[src/rtl/core2axi4l.sv]
// Bridges a core-side request/grant memory port to a single AXI4-Lite master.
// One transaction in flight at a time; every AXI output comes straight from a flop.
module core2axi4l #(
    parameter int         ADDR_WIDTH = 32,
    parameter int         DATA_WIDTH = 32,
    parameter logic [2:0] PROT       = 3'b000
) (
    input  logic                    aclk,
    input  logic                    aresetn,
    // core side
    input  logic                    core_req,
    output logic                    core_gnt,
    input  logic                    core_we,
    input  logic [DATA_WIDTH/8-1:0] core_be,
    input  logic [ADDR_WIDTH-1:0]   core_addr,
    input  logic [DATA_WIDTH-1:0]   core_wdata,
    output logic                    core_rvalid,
    output logic [DATA_WIDTH-1:0]   core_rdata,
    output logic                    core_err,
    // AXI4-Lite write address
    output logic                    awvalid,
    input  logic                    awready,
    output logic [ADDR_WIDTH-1:0]   awaddr,
    output logic [2:0]              awprot,
    // AXI4-Lite write data
    output logic                    wvalid,
    input  logic                    wready,
    output logic [DATA_WIDTH-1:0]   wdata,
    output logic [DATA_WIDTH/8-1:0] wstrb,
    // AXI4-Lite write response
    input  logic                    bvalid,
    output logic                    bready,
    input  logic [1:0]              bresp,
    // AXI4-Lite read address
    output logic                    arvalid,
    input  logic                    arready,
    output logic [ADDR_WIDTH-1:0]   araddr,
    output logic [2:0]              arprot,
    // AXI4-Lite read data
    input  logic                    rvalid,
    output logic                    rready,
    input  logic [DATA_WIDTH-1:0]   rdata,
    input  logic [1:0]              rresp
);

    typedef enum logic [2:0] {
        IDLE,
        RD_ADDR,
        RD_DATA,
        WR,
        WR_RESP,
        RESP
    } state_t;

    state_t                    r_state;
    state_t                    w_nextState;

    logic [ADDR_WIDTH-1:0]     r_addr;
    logic [DATA_WIDTH-1:0]     r_wdata;
    logic [DATA_WIDTH/8-1:0]   r_be;
    logic                      r_awDone;
    logic                      r_wDone;
    logic                      w_awDoneNext;
    logic                      w_wDoneNext;

    logic [DATA_WIDTH-1:0]     r_rdata;
    logic                      r_err;
    logic                      r_arvalid;
    logic                      r_rready;
    logic                      r_awvalid;
    logic                      r_wvalid;
    logic                      r_bready;
    logic                      r_rvalid;

    logic                      w_accept;
    logic                      w_unused;

    // Only the top bit of a response distinguishes an error (SLVERR/DECERR).
    assign w_unused = ^{rresp[0], bresp[0]};

    assign w_accept = (r_state == IDLE) && core_req;

    always_comb begin
        w_nextState  = r_state;
        w_awDoneNext = r_awDone;
        w_wDoneNext  = r_wDone;
        case (r_state)
            IDLE: begin
                if (core_req) begin
                    if (core_we) begin
                        w_nextState  = WR;
                        w_awDoneNext = 1'b0;
                        w_wDoneNext  = 1'b0;
                    end else begin
                        w_nextState = RD_ADDR;
                    end
                end
            end
            RD_ADDR: begin
                if (r_arvalid && arready) w_nextState = RD_DATA;
            end
            RD_DATA: begin
                if (rvalid) w_nextState = RESP;
            end
            WR: begin
                w_awDoneNext = r_awDone || (r_awvalid && awready);
                w_wDoneNext  = r_wDone  || (r_wvalid  && wready);
                if (w_awDoneNext && w_wDoneNext) w_nextState = WR_RESP;
            end
            WR_RESP: begin
                if (bvalid) w_nextState = RESP;
            end
            RESP: begin
                w_nextState = IDLE;
            end
            default: begin
                w_nextState = IDLE;
            end
        endcase
    end

    always_ff @(posedge aclk or negedge aresetn) begin
        if (!aresetn) begin
            r_state <= IDLE;
        end else begin
            r_state <= w_nextState;
        end
    end

    always_ff @(posedge aclk or negedge aresetn) begin
        if (!aresetn) begin
            r_addr   <= '0;
            r_wdata  <= '0;
            r_be     <= '0;
            r_awDone <= 1'b0;
            r_wDone  <= 1'b0;
        end else begin
            r_awDone <= w_awDoneNext;
            r_wDone  <= w_wDoneNext;
            if (w_accept) begin
                r_addr  <= core_addr;
                r_wdata <= core_wdata;
                r_be    <= core_be;
            end
        end
    end

    // Valids/readies are precomputed from the next state so they leave a flop.
    always_ff @(posedge aclk or negedge aresetn) begin
        if (!aresetn) begin
            r_arvalid <= 1'b0;
            r_rready  <= 1'b0;
            r_awvalid <= 1'b0;
            r_wvalid  <= 1'b0;
            r_bready  <= 1'b0;
            r_rvalid  <= 1'b0;
        end else begin
            r_arvalid <= (w_nextState == RD_ADDR);
            r_rready  <= (w_nextState == RD_DATA);
            r_awvalid <= (w_nextState == WR) && !w_awDoneNext;
            r_wvalid  <= (w_nextState == WR) && !w_wDoneNext;
            r_bready  <= (w_nextState == WR_RESP);
            r_rvalid  <= (w_nextState == RESP);
        end
    end

    always_ff @(posedge aclk or negedge aresetn) begin
        if (!aresetn) begin
            r_rdata <= '0;
            r_err   <= 1'b0;
        end else begin
            if ((r_state == RD_DATA) && rvalid) begin
                r_rdata <= rdata;
                r_err   <= rresp[1];
            end else if ((r_state == WR_RESP) && bvalid) begin
                r_rdata <= '0;
                r_err   <= bresp[1];
            end
        end
    end

    assign core_gnt    = w_accept;
    assign core_rvalid = r_rvalid;
    assign core_rdata  = r_rdata;
    assign core_err    = r_err;

    assign awvalid = r_awvalid;
    assign awaddr  = r_addr;
    assign awprot  = PROT;
    assign wvalid  = r_wvalid;
    assign wdata   = r_wdata;
    assign wstrb   = r_be;
    assign bready  = r_bready;
    assign arvalid = r_arvalid;
    assign araddr  = r_addr;
    assign arprot  = PROT;
    assign rready  = r_rready;

endmodule

[config.mk]
export PLATFORM = sky130hd
export DESIGN_NAME = core2axi4l
export DESIGN_NICKNAME = d
export VERILOG_FILES = /design/src/rtl/core2axi4l.sv
export SDC_FILE = /design/constraint.sdc
export NUM_CORES = 1
export LEC_CHECK = 0
export BUFFER_PORTS_ARGS = -buffer_cell sky130_fd_sc_hd__buf_2
export CAP_MARGIN = 20
export CORE_MARGIN = 8
export CORE_UTILIZATION = 35
export DETAILED_ROUTE_END_ITERATION = 12
export MAX_ROUTING_LAYER = met4
export PLACE_DENSITY_LB_ADDON = 0.25
export SYNTH_ARGS = -nofsm -noshare
export SYNTH_HDL_FRONTEND = slang
export SYNTH_SLANG_ARGS = --single-unit
[constraint.sdc]
create_clock -name aclk -period 3.7 [get_ports aclk]
set_input_delay 0.37 -clock aclk [delete_from_list [all_inputs] [get_ports aclk]]
set_output_delay 0.37 -clock aclk [all_outputs]
set_load 0.05 [all_outputs]
# Word-level counts from Yosys, hierarchy flattened
# Cells that the tools add are included.
# word_totals
n_memories	0
mem_bits_ro	0
regBits	112
input_bits	113
elab_cells	55
mem_bits_rw	0
latchBits	0
# classes
order_cmp	0
add_sub_neg	0
n_mul	0
div_mod_pow	0
bitwise_logic	0
shifts	0
mux	17
eq_ne	9
reduce_logical	15
# op_table
op	count
2-to-1 mux 32 bit	2
2-to-1 mux 3 bit	5
case mux 3 bit (5 select lines)	1
== test 3 x 2 -> 1 bit (second input constant)	4
== test 3 bit (second input constant)	3
logical AND 1 bit	9
== test 3 x 1 -> 1 bit (second input constant)	2
2-to-1 mux 1 bit	6
case mux 1 bit (2 select lines)	2
zero test 3 bit	1
zero test 1 bit	2
logical OR 1 bit	2
2-to-1 mux 2 bit	1
nonzero test 2 bit	1

# Longest topological paths before layout
# Gate-level depths: netlist of the first run.
# logic_depth
depth_word	7
depth_mapped	6
depth_no_buf	3

# Worst setup path before layout of the first run
# No wires, ideal clock.
# synth_path
path_type	flip-flop to flip-flop
startpoint	register r_state[1]
endpoint	register r_wdata[20] (netlist: wdata[20])
path_slack_ns	2.101
synth_period_minus_slack_ns	1.599
setup_ns	0.128
required_ns	3.572
path_stages_with_launch	6
t_arrival_ns	1.472
cell_sequence	dfrtp_1 > buf_6 > nor4b_2 > buf_4 > buf_6 > mux2_1
# synth_between
elab_chain_cells	2
# synth_lines
element	line_no	source
start: declaration	55	state_t r_state;
start signal: assignment	126	r_state <= w_nextState;
zero test 3 bit	81	assign w_accept = (r_state == IDLE) && core_req;
logical AND 1 bit	81	
net core_gnt	12	output logic core_gnt,
end signal: assignment	142	r_wdata <= core_wdata;
end: declaration	59	logic [DATA_WIDTH-1:0] r_wdata;
# The timed path passes the listed nets, and every way through them passes these cells.
# A chain may end at the register's enable or synchronous reset.

# Worst setup path after layout of the first run
# layout_path
startpoint	register r_state[1]
endpoint	output core_gnt
# layout_between
elab_chain_cells	2
# layout_lines
element	line_no
zero test 3 bit	81
logical AND 1 bit	81
end: declaration	12
# No other way between the ends.

==> out/summary.txt, run 1 <==
GR Util met2: 22.7%
Synth top area share: 61.0%
GR peak layer: met2
Global-route wire length before repair: 17800 µm
Post-cts resize count: 0
Vias per inst: 4.55
Die span in x: 131 µm
Setup TNS: 0 ns
# H-tree levels: 3
Met3 GRT Util: 3.49%
Delay-heaviest family, CP: buffers and inverters
Proportion of synthesized area in mux cells: 17.4%
Die Span Y: 131 µm
Final setup violation count: 0
Total gr overflow: 0
Routed wire per std cell: 16.8 µm
IO Pins: 259
WL final: 11800 µm
Synth cell count leaders: dfrtp_1 (112), mux2_1 (69), buf_4 (40), a22o_1 (32), buf_6 (12)
Synth area leader: dfrtp_1
Post-Synth Adder-Cell Area: 0%
FF+latch count, synth: 112
Core Region: 13000 µm²
Routability cong.: 0.792
P&R area growth vs syn: 30.8%
Filler cells: 1221
RSZ-0062 raised after global routing: false
Critical Path Sink Type: output pin
Post-route minimum period: 2.33 ns
Die area: 17100 µm²
CP Buf/Inv Count: 2
Number of nets in the layout: 635
CTS root buf: clkbuf_16
Initial DRC Count: 156
TritonCTS clock tree: yes
Drt pass-1 iters: 4
Initial antenna violation count: 2
Port bufs: 250
Cell area after synthesis: 4600 µm²
Clock Path Buffers: 2
# hold bufs at CTS: 0
Met1 Use GR: 16.1%
Multi-input logic area: 1350 µm²
CTS Buf Count: 9
Share of the synthesized netlist area taken by xor and xnor gates: 0%
Status: complete, no violations
FFs w/ async S/R, synth: 100%
Highest-delay cell along the critical path: dfrtp_1
Slew Limit Headroom: 45.1%
Starting density of the core: 35.3%
Largest net degree at the start of global routing: 62
Syn Inst Count: 307
WP data arrival: 1.96 ns
Area fraction in compound gates after synthesis: 8.49%
Total track usage: 14.0%
Post-Route Skew: 0.0102 ns
DP HPWL: 9110 µm
Max-cap violations: 0
Post-synth top flop: dfrtp_1
Sequential fraction of the synthesis area: 61.0%
FP Rows: 42
CP cell instances: nor4b_4, buf_4, buf_2
Final Hold Viols: 0
Clk slew on worst S/H paths: 0.07 ns
Yosys warnings: 0
Unique masters post-synth: 31
Critical path type: reg2out
Pins Over Slew Limit: 0
Maximum fanout along the worst path: 34
Syn_area_per_cell: 15.0 µm²
Ratio of cells with drive above 1 in the final layout: 52.3%
Startpoint types: flop
Largest family of logic cells by synthesized area: multiplexers
Worst-Margin Slew: 0.823 ns
R2R Setup Slk: 1.54 ns
Reg area: 2800 µm²
Post-synth EDFFs: 0
Via count: 3205
Most common cell in the synthesized netlist: dfrtp_1
Simple-Gate Fraction of Synth Area: 2.75%
Hold crit path type: in2async
Post-CTS setup buffers: 0
Post-DRT Antenna Nets: 0
Fmax: 0.428 GHz
Clock Sinks: 112
Worst-Skew Late Latency: 0.35 ns
Period utilisation layout: 63.1%
Remaining DRCs: 0
Vias in the first global route: 3367
Critical Path RT: 3.33 ns
Crit path largest cell delay: 0.49 ns
Area contributors post-synth: dfrtp_1 (61%), mux2_1 (17%), buf_4 (6.5%)
-- layer usage --
layer	wire length [µm]	share of wire, %
met1	4640	39
met4	187	1.6
met5	0	0
met2	5800	49
met3	1170	9.9
-- placed cells by master (no fill, tap or decap), drive strengths merged, types with 2 or more instances in the layout --
cell,instances
inv,2
mux2,70
nand2,5
nor2,3
buf,255
dfrtp,112
a21oi,5
clkinv,2
a31oi,5
diode,2
a22o,32
conb,6
clkbuf,12
and3b,2
-- final timing paths --
path	start	cells past startpoint	end
min in group aclk	core_addr[1]	2	araddr[1]$_DFFE_PN0P_
worst max register to register	r_state[0]$_DFF_PN0_	4	core_err$_DFFE_PN0P_
max in group asynchronous	aresetn	2	wdata[11]$_DFFE_PN0P_
worst min register to register	wdata[20]$_DFFE_PN0P_	1	wdata[20]$_DFFE_PN0P_
worst max-delay path	r_state[1]$_DFF_PN0_	3	core_gnt
worst min-delay path	aresetn	1	araddr[1]$_DFFE_PN0P_
-- sequential cells by signal (all words and copies together), names as in the netlist --
name,cells
araddr,32
r_state,3
core_rdata,32
wstrb,4
bready,1
core_err,1
arvalid,1
core_rvalid,1
r_awDone,1
rready,1
wvalid,1
r_wDone,1
awvalid,1
wdata,32
-- stage by stage --
step	hold slack (ns)	instance area [µm²]	utilization, %	setup slack (ns)	cells
floorplan	0.0744	4620	-	2.10	312
global placement	0.436	5680	43.6	1.49	686
detailed placement	0.446	5680	43.6	1.45	686
CTS	0.0626	5980	45.9	1.32	701
global route	0.0990	6020	46.2	1.23	704
finish	0.0474	6020	46.2	1.37	704
-- worst reg2reg max path, stage by stage, from the launching register on --
cell and delay, ns:
dfrtp_1 0.50, nor4bb_4 0.80, a31oi_4 0.21, buf_16 0.24
mux2_4 0.30
-- cell families (layout without fill, tap and decap cells) --
group | count (synthesis) | in the layout
buf+inv | 58 | 272
flops | 112 | 112
compound gates | 47 | 47
other cells | 1 | 8
simple gates | 18 | 18
mux | 71 | 71
-- area by class of cell --
| class | instances | area share (%) |
|---|---|---|
| Clock buffer | 12 | 4.43 |
| Tap cell | 176 | 3.66 |
| Inverter | 2 | 0.125 |
| Multi-Input combinational cell | 142 | 22.4 |
| Antenna cell | 2 | 0.0832 |
| Sequential cell | 112 | 46.6 |
| Timing Repair Buffer | 255 | 22.0 |
| Clock inverter | 3 | 0.666 |
Power of run 1 is left out: the tool's default activity adds up to more than one toggle a clock period on the data nets, which glitch-free logic cannot reach.
==> run 2, diff against run 1 <==
Clock period 3.7 ns to 2.14 ns, I/O delays scaled along.
==> run 2 against run 1 <==
Against the previous run: clock-buffer cell count did not move; highest routed layer unchanged; sequential share of layout area is 0.62 points lower; critical path type unchanged; critical endpoint unchanged; die area is the same.
==> out/summary.txt, run 2 (synthesis results as in run 1) <==
CTS root buf: clkbuf_16
Die span in x: 131 µm
Critical Path Sink Type: output pin
Hold Slack: 0.0756 ns
Non-Filler Instances: 708
Area after DPL: 5740 µm²
Ratio of cells with drive above 1 in the final layout: 52.4%
Number of nets in the layout: 640
Die Span Y: 131 µm
Period utilisation layout: 93.8%
Maximum fanout along the worst path: 34
Clock Sinks: 112
# H-tree levels: 3
Delay-heaviest family, CP: buffers and inverters
Vias per inst: 4.54
Hold crit path type: in2reg
Fmax: 0.498 GHz
WP data arrival: 1.79 ns
Post-Layout Inst Area: 6100 µm²
Startpoint types: flop
Highest-delay cell along the critical path: dfrtp_1
Placed cells: 690
Most frequent cells in the layout: buf_2 (248), dfrtp_1 (112), mux2_1 (69), a22o_1 (32), clkbuf_16 (9)
CP Buf/Inv Count: 2
Number of diodes: 0
Port bufs: 250
Routed wire per std cell: 16.7 µm
Final setup violation count: 0
P&R area growth vs syn: 32.6%
WL final: 11800 µm
Initial antenna violation count: 0
Setup TNS: 0 ns
Worst-Skew Late Latency: 0.35 ns
FP Rows: 42
Initial DRC Count: 107
Clock Path Buffers: 2
Leading cell type in the layout, fill and taps excluded: buf_2
Core Region: 13000 µm²
IO Pins: 259
Total gr overflow: 0
Global-route wire length before repair: 17900 µm
RSZ-0062 raised after global routing: false
Via count: 3212
Post-route minimum period: 2.01 ns
Final Hold Viols: 0
DP HPWL: 9170 µm
Post-DRT Antenna Nets: 0
CTS Buf Count: 9
Max-cap violations: 0
Critical Path RT: 1.93 ns
Status: complete, no violations
Post-Route Skew: 0.0116 ns
CP cell instances: nor4b_4, buf_12, clkbuf_4
Remaining DRCs: 0
Largest net degree at the start of global routing: 59
Starting density of the core: 35.3%
Die area: 17100 µm²
Routability cong.: 0.785
Critical path type: reg2out
Drt pass-1 iters: 4
Total track usage: 14.0%
Clk slew on worst S/H paths: 0.07 ns
Pins Over Slew Limit: 0
Vias in the first global route: 3386
Crit path largest cell delay: 0.51 ns
TritonCTS clock tree: yes
==> run 2: area by class of cell <==
class	count	area (µm²)
Clock inverter	4	76.3
Inverter	2	7.51
Fill cell	1223	6940
Clock buffer	12	256
Sequential cell	112	2800
Tap cell	176	220
Timing Repair Buffer	260	1380
Multi-Input combinational cell	142	1350
==> run 2: worst paths after layout <==
path / startpoint / endpoint / slack, ns / cells after the start
min in group asynchronous: aresetn / araddr[6]$_DFFE_PN0P_ / 0.33 / 2
setup reg to reg: r_state[2]$_DFF_PN0_ / araddr[23]$_DFFE_PN0P_ / 0.32 / 4
hold / removal: core_addr[1] / araddr[1]$_DFFE_PN0P_ / 0.08 / 2
max in group asynchronous: aresetn / core_rdata[26]$_DFFE_PN0P_ / 1.13 / 3
hold reg to reg: wdata[28]$_DFFE_PN0P_ / wdata[28]$_DFFE_PN0P_ / 0.48 / 1
setup / recovery: r_state[2]$_DFF_PN0_ / core_gnt / 0.13 / 3
==> run 2: per-layer routing <==
metal,part of all wire [%],up-vias,track usage [%]
met5,0,-,-
met4,2.0,0,5.67
met3,9.1,15,3.61
met2,49,150,22.4
met1,40,1562,16.4
li1,-,1485,-
==> run 2: repair_timing <==
action	CTS	global route
setup endpoints to repair	0	1
resized for setup	0	1
setup buffers	0	1
endpoints found under the hold margin	29	0
hold buffers	1	0
==> run 2: worst reg2reg max path: cells and delay by family (launching register included) <==
family                 cells  cell delay (ns)
multiplexers               1             0.39
AND/OR/NAND/NOR            1             0.41
buffers and inverters      2             0.39
flip-flops                 1             0.51
==> run 2: stage by stage <==
step	setup WS [ns]	utilization, %
5_1_grt	0.0209	46.8
3_5_place_dp	0.377	44.1
3_3_place_gp	0.400	44.1
2_1_floorplan	0.541	-
6_report	0.133	46.8
4_1_cts	0.00521	46.7
Power of run 2 is left out for the same reason.
==> run 3, diff against run 2 <==
Settings changed: CORE_ASPECT_RATIO set to 0.9, CORE_UTILIZATION 35 to 40, MAX_ROUTING_LAYER met4 to not set.
==> run 3 against run 2 <==
Against the previous run: final cell count down 2.7%; design area down 1.4%; via count up 0.19%; critical path depth unchanged; routed wire length down 0.29%; critical endpoint unchanged.
==> out/summary.txt, run 3 (synthesis results as in run 1) <==
Setup TNS: 0 ns
Post-DRT Antenna Nets: 0
DP HPWL: 9330 µm
Die Span Y: 118 µm
IO Pins: 259
Total gr overflow: 0
Critical Path Sink Type: output pin
WL final: 11800 µm
Critical path type: reg2out
Remaining DRCs: 0
Number of nets in the layout: 641
CP cell instances: nor4b_4, buf_12, buf_2
Crit path largest cell delay: 0.52 ns
Worst setup path start: r_state[2]$_DFF_PN0_
Number of diodes: 0
FP Rows: 37
Fmax: 0.495 GHz
Worst-Margin Slew: 0.544 ns
Die area: 15200 µm²
Post-Route Skew: 0.00792 ns
Filler cells: 1008
Maximum fanout along the worst path: 33
Multi-input logic area: 1350 µm²
Worst reg2reg startpoint: r_state[2]$_DFF_PN0_
Final setup violation count: 0
P&R area growth vs syn: 30.8%
Port bufs: 250
CTS root buf: clkbuf_16
Slew Limit Headroom: 63.7%
WP data arrival: 1.80 ns
Hold crit path type: in2reg
Clock Path Buffers: 2
RSZ-0062 raised after global routing: false
Post-route minimum period: 2.02 ns
Core Region: 11300 µm²
CTS Buf Count: 9
# H-tree levels: 3
TritonCTS clock tree: yes
Global-route wire length before repair: 18400 µm
Vias in the first global route: 3386
Initial antenna violation count: 0
HP Start: core_wdata[24]
Leading cell type in the layout, fill and taps excluded: buf_2
Ratio of cells with drive above 1 in the final layout: 52.5%
Worst-Skew Late Latency: 0.35 ns
Die span in x: 129 µm
Post-cts resize count: 0
Starting density of the core: 40.5%
Routed wire per std cell: 17.1 µm
Period utilisation layout: 94.3%
Status: complete, no violations
Total track usage: 15.4%
Reg area: 2800 µm²
Clock Sinks: 112
Most frequent cells in the layout: buf_2 (249), dfrtp_1 (112), mux2_1 (69), a22o_1 (32), clkbuf_16 (9)
Max-cap violations: 0
Highest-delay cell along the critical path: dfrtp_1
Pins Over Slew Limit: 0
Vias per inst: 4.67
Final Hold Viols: 0
Via count: 3218
Startpoint types: flop
Drt pass-1 iters: 4
Utilization after layout: 53.0%
Initial DRC Count: 159
Routability cong.: 0.807
Clk slew on worst S/H paths: 0.07 ns
Largest net degree at the start of global routing: 53
Critical Path RT: 1.93 ns
[run 3: worst max-delay path, delay by kind of cell, from the launching register on]
| kind | cells | cell delay (ns) |
|---|---|---|
| buffers and inverters | 2 | 0.55 |
| DFF | 1 | 0.52 |
| and+or+nand+nor | 1 | 0.38 |
[run 3: final cells by class]
type                            count  area share (%)
Clock inverter                      5           0.666
Sequential cell                   112            46.6
Inverter                            2           0.125
Multi-Input combinational cell    142            22.4
Clock buffer                       11            4.04
Timing Repair Buffer              261            22.9
Tap cell                          156            3.25
[run 3: final timing paths]
kind / to / slack (ns) / cells after the start
worst max-delay path: core_gnt / 0.12 / 3
worst min-delay path: wdata[24]$_DFFE_PN0P_ / 0.08 / 2
worst max register to register: wdata[13]$_DFFE_PN0P_ / 0.32 / 4
worst min register to register: wdata[9]$_DFFE_PN0P_ / 0.48 / 1
max in group asynchronous: core_rdata[27]$_DFFE_PN0P_ / 1.07 / 3
min in group asynchronous: wdata[17]$_DFFE_PN0P_ / 0.39 / 2
[run 3: metrics by stage]
step,worst slack (ns),hold slack (ns),cells,cell area (µm²)
after floorplan,0.541,-0.0816,312,4620
after global placement,0.419,0.233,671,5710
after detailed placement,0.388,0.241,671,5710
after CTS,0.0164,0.0641,688,6010
after global routing,0.0381,0.0656,689,6010
final,0.121,0.0777,689,6010
[run 3: timing repair]
action	in CTS	in global routing
buffers inserted	0	1
hold buffers	1	0
endpoints found under the setup margin	0	1
endpoints found under the hold margin	39	0
[run 3: routing by layer]
metal | routed length (µm) | up-vias | global-route usage, % | share of wire [%]
li1 | - | 1486 | - | -
met4 | 110 | 0 | 3.37 | 0.93
met3 | 1360 | 10 | 7.38 | 12
met5 | 0 | - | 0 | 0
met2 | 5880 | 157 | 26.3 | 50
met1 | 4450 | 1565 | 16.9 | 38
Power of run 3 is left out for the same reason.
